===== src/rtl/spi_memory_pkg.sv =====
// Shared definitions for the two-byte-address SPI memory protocol,
// imported by both the initiator and the slave-side controller.
package spi_memory_pkg;

    localparam int unsigned WRITE_FLAG_BIT  = 7;
    localparam int unsigned PROTO_ADDR_BITS = 15;
    localparam logic [7:0]  DUMMY_BYTE      = 8'h00;

    typedef enum logic [2:0] {
        ST_IDLE,
        ST_CS_SETUP,
        ST_ADDR_HI,
        ST_ADDR_LO,
        ST_DUMMY,
        ST_DATA,
        ST_CS_GAP
    } state_t;

    // Burst header as it travels on the wire: direction flag plus 15-bit address
    typedef struct packed {
        logic                       write;
        logic [PROTO_ADDR_BITS-1:0] addr;
    } proto_hdr_t;

    function automatic logic [7:0] proto_byte0(input proto_hdr_t hdr);
        logic [7:0] b;
        b = {1'b0, hdr.addr[PROTO_ADDR_BITS-1:8]};
        b[WRITE_FLAG_BIT] = hdr.write;
        return b;
    endfunction

    function automatic logic [7:0] proto_byte1(input proto_hdr_t hdr);
        return hdr.addr[7:0];
    endfunction

endpackage


===== src/rtl/spi_memory_initiator.sv =====
// Burst initiator for the SPI memory protocol: sequences chip select, address,
// dummy and data bytes through an external byte-exchange engine.
module spi_memory_initiator
    import spi_memory_pkg::*;
#(
    parameter int unsigned ADDRESS_WIDTH   = 13,
    parameter int unsigned LEN_WIDTH       = 8,
    parameter int unsigned CS_SETUP_CYCLES = 2,
    parameter int unsigned CS_IDLE_CYCLES  = 4
) (
    input  logic                     clk,
    input  logic                     rst,
    input  logic                     req_valid,
    output logic                     req_ready,
    input  logic                     req_write,
    input  logic [ADDRESS_WIDTH-1:0] req_addr,
    input  logic [LEN_WIDTH-1:0]     req_len,
    input  logic [7:0]               wr_data,
    input  logic                     wr_valid,
    output logic                     wr_ready,
    output logic [7:0]               rd_data,
    output logic                     rd_valid,
    output logic                     busy,
    output logic                     spi_cs,
    output logic                     spi_start,
    output logic [7:0]               spi_tx_data,
    input  logic [7:0]               spi_rx_data,
    input  logic                     spi_done
);

    localparam int unsigned CNT_MAX = (CS_SETUP_CYCLES > CS_IDLE_CYCLES) ?
                                      CS_SETUP_CYCLES : CS_IDLE_CYCLES;
    localparam int unsigned CNT_W   = $clog2(CNT_MAX + 1);

    state_t               state, state_n;
    logic [CNT_W-1:0]     phase_cnt, phase_cnt_n;
    logic [LEN_WIDTH-1:0] len_cnt, len_cnt_n;
    proto_hdr_t           hdr, hdr_n;
    logic                 pending, pending_n;

    logic                 req_ready_n, wr_ready_n, rd_valid_n, busy_n;
    logic                 spi_cs_n, spi_start_n;
    logic [7:0]           rd_data_n, spi_tx_data_n;

    // State, counters and every output are registered here
    always_ff @(posedge clk or negedge rst) begin
        if (!rst) begin
            state       <= ST_IDLE;
            phase_cnt   <= '0;
            len_cnt     <= '0;
            hdr         <= '0;
            pending     <= 1'b0;
            req_ready   <= 1'b0;
            wr_ready    <= 1'b0;
            rd_data     <= '0;
            rd_valid    <= 1'b0;
            busy        <= 1'b0;
            spi_cs      <= 1'b0;
            spi_start   <= 1'b0;
            spi_tx_data <= '0;
        end else begin
            state       <= state_n;
            phase_cnt   <= phase_cnt_n;
            len_cnt     <= len_cnt_n;
            hdr         <= hdr_n;
            pending     <= pending_n;
            req_ready   <= req_ready_n;
            wr_ready    <= wr_ready_n;
            rd_data     <= rd_data_n;
            rd_valid    <= rd_valid_n;
            busy        <= busy_n;
            spi_cs      <= spi_cs_n;
            spi_start   <= spi_start_n;
            spi_tx_data <= spi_tx_data_n;
        end
    end

    // Next-state logic; pending tracks an exchange the engine still owes us
    always_comb begin
        state_n       = state;
        phase_cnt_n   = phase_cnt;
        len_cnt_n     = len_cnt;
        hdr_n         = hdr;
        pending_n     = pending;
        req_ready_n   = req_ready;
        wr_ready_n    = 1'b0;
        rd_data_n     = rd_data;
        rd_valid_n    = 1'b0;
        busy_n        = busy;
        spi_cs_n      = spi_cs;
        spi_start_n   = 1'b0;
        spi_tx_data_n = spi_tx_data;

        if (pending && spi_done) begin
            pending_n = 1'b0;
        end

        case (state)
            ST_IDLE: begin
                req_ready_n = 1'b1;
                if (req_valid && req_ready) begin
                    hdr_n.write = req_write;
                    hdr_n.addr  = PROTO_ADDR_BITS'(req_addr);
                    len_cnt_n   = req_len;
                    phase_cnt_n = '0;
                    req_ready_n = 1'b0;
                    busy_n      = 1'b1;
                    spi_cs_n    = 1'b1;
                    state_n     = ST_CS_SETUP;
                end
            end
            ST_CS_SETUP: begin
                if (phase_cnt == CNT_W'(CS_SETUP_CYCLES - 1)) begin
                    phase_cnt_n = '0;
                    state_n     = ST_ADDR_HI;
                end else begin
                    phase_cnt_n = phase_cnt + CNT_W'(1);
                end
            end
            ST_ADDR_HI: begin
                if (!pending) begin
                    spi_start_n   = 1'b1;
                    spi_tx_data_n = proto_byte0(hdr);
                    pending_n     = 1'b1;
                end else if (spi_done) begin
                    state_n = ST_ADDR_LO;
                end
            end
            ST_ADDR_LO: begin
                if (!pending) begin
                    spi_start_n   = 1'b1;
                    spi_tx_data_n = proto_byte1(hdr);
                    pending_n     = 1'b1;
                end else if (spi_done) begin
                    state_n = hdr.write ? ST_DATA : ST_DUMMY;
                end
            end
            ST_DUMMY: begin
                if (!pending) begin
                    spi_start_n   = 1'b1;
                    spi_tx_data_n = DUMMY_BYTE;
                    pending_n     = 1'b1;
                end else if (spi_done) begin
                    state_n = ST_DATA;
                end
            end
            ST_DATA: begin
                if (!pending) begin
                    if (!hdr.write) begin
                        spi_start_n   = 1'b1;
                        spi_tx_data_n = DUMMY_BYTE;
                        pending_n     = 1'b1;
                    end else if (wr_valid) begin
                        spi_start_n   = 1'b1;
                        spi_tx_data_n = wr_data;
                        wr_ready_n    = 1'b1;
                        pending_n     = 1'b1;
                    end
                end else if (spi_done) begin
                    if (!hdr.write) begin
                        rd_data_n  = spi_rx_data;
                        rd_valid_n = 1'b1;
                    end
                    if (len_cnt == '0) begin
                        spi_cs_n    = 1'b0;
                        phase_cnt_n = '0;
                        state_n     = ST_CS_GAP;
                    end else begin
                        len_cnt_n = len_cnt - LEN_WIDTH'(1);
                    end
                end
            end
            ST_CS_GAP: begin
                if (phase_cnt == CNT_W'(CS_IDLE_CYCLES - 1)) begin
                    phase_cnt_n = '0;
                    busy_n      = 1'b0;
                    req_ready_n = 1'b1;
                    state_n     = ST_IDLE;
                end else begin
                    phase_cnt_n = phase_cnt + CNT_W'(1);
                end
            end
            default: begin
                state_n = ST_IDLE;
            end
        endcase
    end

endmodule


===== config.mk =====
export PLATFORM = sky130hd
export DESIGN_NAME = spi_memory_initiator
export DESIGN_NICKNAME = d
export VERILOG_FILES = /design/src/rtl/spi_memory_pkg.sv /design/src/rtl/spi_memory_initiator.sv
export SDC_FILE = /design/constraint.sdc
export NUM_CORES = 1
export LEC_CHECK = 0
export ABC_AREA = 1
export BUFFER_PORTS_ARGS = -buffer_cell sky130_fd_sc_hd__buf_2
export CAP_MARGIN = 20
export CORE_AREA = 2 2 81 91
export CTS_CLUSTER_SIZE = 40
export DETAILED_ROUTE_END_ITERATION = 6
export DIE_AREA = 0 0 83 93
export GPL_ROUTABILITY_DRIVEN = 1
export PLACE_DENSITY = 0.69
export SLEW_MARGIN = 0
export SYNTH_ARGS = -nofsm -noshare
export SYNTH_HDL_FRONTEND = slang
export SYNTH_SLANG_ARGS = --single-unit
export TNS_END_PERCENT = 30

===== constraint.sdc =====
create_clock -name clk -period 2.4 [get_ports clk]
set_input_delay 0.36 -clock clk [delete_from_list [all_inputs] [get_ports clk]]
set_output_delay 0.36 -clock clk [all_outputs]
set_load 0.01 [all_outputs]

==> key figures, run 1 <==
Outcome
  • Outcome: complete, but fails checks
  • Failing checks: hold timing

Placed design
  • Detailed Place HPWL: 4330 um
  • # port buffers: 64
  • Placed insts: 467
  • Routability cong.: 0.808

Logic synthesis
  • Post-synth EDFFs: 0
  • Area share of the leading cell type in the synthesized netlist: 47.8%
  • Cell taking the most area after synthesis: dfrtp_1
  • Synthesized flop and latch total: 51
  • YS warnings: 0
  • Synthesized cell area: 2670 um^2
  • Synth Instances: 324
  • Syn_nets: 373
  • Synth top area cells: dfrtp_1 48%, nand2_1 14%, inv_1 5.6%, nand3_1 4.1%, o21ai_0 3.7%
  • Top_reg_cell synth: dfrtp_1
  • Syn avg cell area: 8.24 um^2
  • Synth async-reset ratio: 100%
  • Sequential area share after synthesis: 47.8%
  • Synth cell types: 32

Power
  • Clk pwr share: 17.9%
  • NetSw: 1.59 mW
  • Internal: 2.27 mW
  • Part of the power in registers: 38.1%
  • Combinational power share: 44.0%
  • Pleak: 1.72 nW
  • Pwr/cell area: 1210 nW/um^2
  • Peak VDD IR: 0.000445 V
  • Switching share of power: 41.2%

Setup path
  • Critical path class: reg -> reg
  • CP max FO: 15
  • Critical Path Sink Type: flop
  • Worst EP required: 2.60 ns
  • Worst EP arrival: 2.02 ns
  • Slack of the worst reg-to-reg path: 0.58 ns
  • CP startpoint kind: flop

Die
  • Die Area: 7720 um^2
  • I/O Pins: 65
  • Placeable Area: 6850 um^2
  • Rows: 32
  • Die W: 83 um
  • Initial core utilization: 39.0%
  • Die Ht: 93 um

Detailed routing
  • Post-route DRC violation count: 0
  • Vias after detailed routing: 2,187
  • ANT nets after route: 0
  • WL/cell: 11.8 um
  • Routed length on met3: 171 um
  • Top sig layer: met4
  • Drt total wl: 5600 um
  • DR iter-0 viols: 122
  • Met2 Routed Length: 2750 um
  • First-pass detailed-route iteration total: 4
  • Wire length on met1: 2610 um
  • Vias/cell: 4.60

Finish
  • Share of cells above drive strength 1: 25.6%
  • Synthesis-to-finish area growth: 19.3%
  • Final-layout fill cell count: 674
  • Ant. Diodes: 0
  • Non-filler cells, final: 475
  • Net count, final: 438
  • Multi-input logic area: 1170 um^2
  • Seq. cell area: 1280 um^2

Global route
  • Largest net degree at the start of global routing: 34
  • Vias in the first global route: 2,186
  • Overflow after GRT: 0
  • First-pass GRT wire length: 9760 um
  • Gr usage total: 15.7%
  • Initial antenna violation count: 0

CTS
  • H-Tree Level Count: 2
  • Clk root buf: clkbuf_8
  • Total CTS buffers: 5
  • Post-CTS setup buffers: 0
  • Reg clk slew, reported paths: 0.09 ns
  • Post-CTS sizing: 0
  • Clock Tree Buf Depth: 2
  • Cts hold-fix bufs: 0
  • Clk_lat worst skew: 0.30 ns
  • Clock sink total: 51
  • CTS tree: done

Timing
  • Setup violations, final: 0
  • Fin Setup TNS: 0 ns
  • Clk_skew: 0.00790 ns
  • RSZ-0062 raised after global routing: no
  • Period utilization: 75.9%
  • Final hold vios: 18
  • Slew margin rel.: 63.1%
  • Tmin final: 1.82 ns
  • Fmax: 0.549 GHz
  • Final Max Tran Viols: 0
  • Hold_ws: -0.0134 ns
  • Worst-Margin Slew: 0.552 ns

Hold path
  • Hold Crit Class: in -> async

Flow run
  • Max-cap viol count: 0
## stage by stage
step / instance area (um^2) / power (mW) / utilization [%] / hold slack [ns] / setup slack, ns
6_report: 3180 / 3.87 / 46.5 / -0.0134 / 0.579
5_1_grt: 3180 / 4.24 / 46.5 / 0.0114 / 0.376
4_1_cts: 3180 / 3.91 / 46.5 / 0.00124 / 0.584
3_5_place_dp: 3050 / 3.20 / 44.6 / 0.331 / 0.579
3_3_place_gp: 3050 / 3.15 / 44.6 / 0.322 / 0.664
2_1_floorplan: 2670 / 2.77 / - / 0.0644 / 1.03
## power by group through the flow
stage          clock network, mW  registers, mW  logic (mW)
5_1_grt                    0.738           1.53        1.98
4_1_cts                    0.709           1.48        1.72
2_1_floorplan                  0           1.48        1.28
3_5_place_dp                   0           1.49        1.71
6_report                   0.691           1.47        1.70
3_3_place_gp                   0           1.48        1.67
## worst max-delay path, cell delays in order, from the launching register on
cell     delay [ns]
dfrtp_1        0.53
nor2_2         0.23
nand2_1        0.08
inv_2          0.06
nand2_2        0.20
nand2_2        0.34
inv_1          0.13
nand2_1        0.09
nand2_1        0.05
## cell usage after synthesis, types with 2 or more instances
cell and count:
a21oi_1 8, a22oi_1 2, buf_2 3, buf_4 3, buf_6 2, dfrtp_1 51
ha_1 6, inv_1 40, inv_2 3, mux2_1 8, nand2_1 99, nand2_2 2
nand3_1 22, nand4_1 4, nor2_1 20, nor2_2 5, nor2_4 3, nor3_1 2
o21ai_0 20, o21ai_1 4, o21ai_2 6
## cell usage in the layout (no fill, tap or decap), drive strengths merged
| master | count |
|---|---|
| or2 | 1 |
| nand3 | 23 |
| bufinv | 2 |
| o22ai | 1 |
| o21ai | 30 |
| a22oi | 2 |
| inv | 44 |
| a21oi | 9 |
| nor2 | 28 |
| nand3b | 1 |
| o211ai | 1 |
| and3 | 1 |
| buf | 66 |
| nand2 | 102 |
| nor3 | 3 |
| ha | 6 |
| mux2 | 9 |
| clkbuf | 6 |
| nand4 | 4 |
| dfrtp | 51 |
## kinds of logic after synthesis
family / share of synthesized area, %
buf+inv: 8.53
fa+ha+maj: 2.81
compound gates: 9.56
mux: 3.80
flops: 47.8
simple gates: 27.5
## sequential cells by signal, summed over array words and instances (netlist names)
| register | cells |
|---|---|
| rd_valid | 1 |
| spi_start | 1 |
| phase_cnt | 3 |
| rd_data | 8 |
| spi_tx_data | 8 |
| busy | 1 |
| state | 3 |
| len_cnt | 8 |
| pending | 1 |
| spi_cs | 1 |
| wr_ready | 1 |
| req_ready | 1 |
| hdr | 14 |
## routing by layer
metal  vias up  global-route usage [%]
met5         -                       0
li1       1157                       -
met3         5                    3.44
met4         0                    5.87
met2        38                    26.7
met1       987                    19.7
## path summary, 6_finish.rpt
kind	to	start	depth (start not counted)
setup / recovery	len_cnt[5]	state[0]	8
hold / removal	hdr[11]	rst	1
setup reg to reg	len_cnt[5]	state[0]	8
hold reg to reg	spi_tx_data[7]	spi_tx_data[7]	2
max in group asynchronous	len_cnt[6]	rst	2
min in group clk	pending	spi_done	2
## cell type report
class	count	share of cell area, %
inverter	44	5.27
timing repair buffer	66	10.5
clock inverter	2	1.89
multi-input combinational	221	36.6
tap	85	3.34
sequential	51	40.1
clock buffer	6	2.28
(Power assumes the default switching activity.)
==> run 2, diff against run 1 <==
- clock period: 2.4 -> 1.9 ns (I/O delays scaled with it)
==> key figures, run 2 (same netlist as run 1, synthesis figures left out) <==
Finish
  • Non-filler cells, final: 478
  • Synthesis-to-finish area growth: 19.5%
  • Share of cells above drive strength 1: 26.5%
  • Ant. Diodes: 0
  • Most frequent cells in the layout: 99 x nand2_1, 64 x buf_2, 51 x dfrtp_1, 40 x inv_1, 22 x nand3_1
  • Net count, final: 441
  • Most flops, register: hdr
  • Max reg flops: 14
  • Layout Utilization: 46.6%
  • Commonest non-fill, non-tap cell in the layout: nand2_1

Global route
  • Vias in the first global route: 2,188
  • Gr usage total: 15.6%
  • First-pass GRT wire length: 9890 um
  • Largest net degree at the start of global routing: 52
  • Initial antenna violation count: 0
  • Overflow after GRT: 0

Power
  • Pleak: 1.73 nW
  • Peak VDD IR: 0.000502 V
  • Pwr/cell area: 1510 nW/um^2

Detailed routing
  • WL/cell: 11.9 um
  • Vias/cell: 4.73
  • First-pass detailed-route iteration total: 4
  • Drt total wl: 5670 um
  • DR iter-0 viols: 122
  • Post-route DRC violation count: 0
  • Vias after detailed routing: 2,262
  • ANT nets after route: 0

Setup path
  • Crit path max-delay cell type: dfrtp_1
  • CP dominant cell by count: nand2_1
  • CP startpoint kind: flop
  • WP buf/inv: 1
  • Crit path cell chain: nand3_4 > nor2_2 > nand2_1 > nand2_2 > inv_1 > nand2_1 > nand2_1
  • Max incr delay on CP: 0.55 ns
  • Crit path depth: 7
  • CP max FO: 16
  • R2R depth: 7
  • Critical path class: reg -> reg
  • Worst EP required: 2.10 ns
  • Critical Path Sink Type: flop
  • Worst EP arrival: 1.92 ns
  • Critical path's top delay family: simple AND/OR/NAND/NOR gates

CTS
  • Post-CTS sizing: 0
  • CTS tree: done
  • Clock Tree Buf Depth: 2
  • Clock sink total: 51
  • Total CTS buffers: 5
  • H-Tree Level Count: 2
  • Cts hold-fix bufs: 0
  • Reg clk slew, reported paths: 0.10 ns
  • Clk_lat worst skew: 0.31 ns
  • Clk root buf: clkbuf_8
  • Post-CTS setup buffers: 0

Timing
  • Worst-Margin Slew: 0.665 ns
  • Fin Setup TNS: 0 ns
  • Fmax: 0.582 GHz
  • Final Max Tran Viols: 0
  • Slew margin rel.: 55.6%
  • Period utilization: 90.4%
  • Final hold vios: 0
  • RSZ-0062 raised after global routing: no
  • Setup violations, final: 0
  • Clk_skew: 0.0133 ns
  • Tmin final: 1.72 ns

Outcome
  • Outcome: complete, no violations

Die
  • Die Ht: 93 um
  • Placeable Area: 6850 um^2
  • Rows: 32
  • Die Area: 7720 um^2
  • Die W: 83 um
  • I/O Pins: 65
  • Initial core utilization: 39.0%

Placed design
  • Detailed Place HPWL: 4200 um
  • # port buffers: 64
  • Placed insts: 470
  • Routability cong.: 0.815

Flow run
  • Max-cap viol count: 0

Hold path
  • Hold Crit Class: in -> async
## run 2: changes by cell type in the layout (fill, tap and decap cells not counted)
cell / previous run / this run
buf_4: 2 / 5
bufinv_16: 2 / 1
clkinv_2: 0 / 1
clkbuf_1: 1 / 0
clkbuf_8: 5 / 6
## run 2: worst paths after layout
kind / from / to / slack, ns
setup / recovery: state[2] / len_cnt[7] / 0.18
hold / removal: rst / phase_cnt[2] / 0.09
setup reg to reg: state[2] / len_cnt[7] / 0.18
hold reg to reg: spi_tx_data[2] / spi_tx_data[2] / 0.48
max in group asynchronous: rst / wr_ready / 1.37
min in group clk: spi_done / pending / 0.17
## run 2: layer usage
metal / track usage (%) / part of all wire [%] / vias up
li1: - / - / 1160
met1: 20.1 / 47 / 1052
met2: 26.0 / 48 / 44
met3: 3.35 / 3.4 / 6
met4: 5.33 / 1.5 / 0
met5: 0 / 0 / -
## run 2: worst reg2reg max path, cell delays in order, from the launching register on
cell and delay, ns:
dfrtp_1 0.55, nand3_4 0.28, nor2_2 0.22, nand2_1 0.08
nand2_2 0.25, inv_1 0.12, nand2_1 0.07, nand2_1 0.05
## run 2: where the power goes
part / total [mW] / internal [mW] / switching [mW]
Sequential: 1.86 / 1.55 / 0.307
Combinational: 2.17 / 0.814 / 1.36
Clock: 0.788 / 0.426 / 0.361
Total: 4.82 / 2.79 / 2.02
## run 2: final cells by class
cell class                 instances  area (um^2)
multi-input combinational        221         1170
fill                             668         3650
clock buffer                       6         82.6
timing repair buffer              69          358
sequential                        51         1280
clock inverter                     2         35.0
inverter                          44          168
tap                               85          106
## run 2: metrics by stage
stage          worst slack (ns)  cell area [um^2]  total power [mW]  hold slack [ns]
3_5_place_dp              0.178              3070              4.07            0.449
2_1_floorplan             0.525              2670              3.49          -0.0106
6_report                  0.182              3190              4.82           0.0878
3_3_place_gp              0.268              3070              4.00            0.439
5_1_grt                  0.0278              3190              5.28            0.155
4_1_cts                   0.170              3190              4.87            0.106
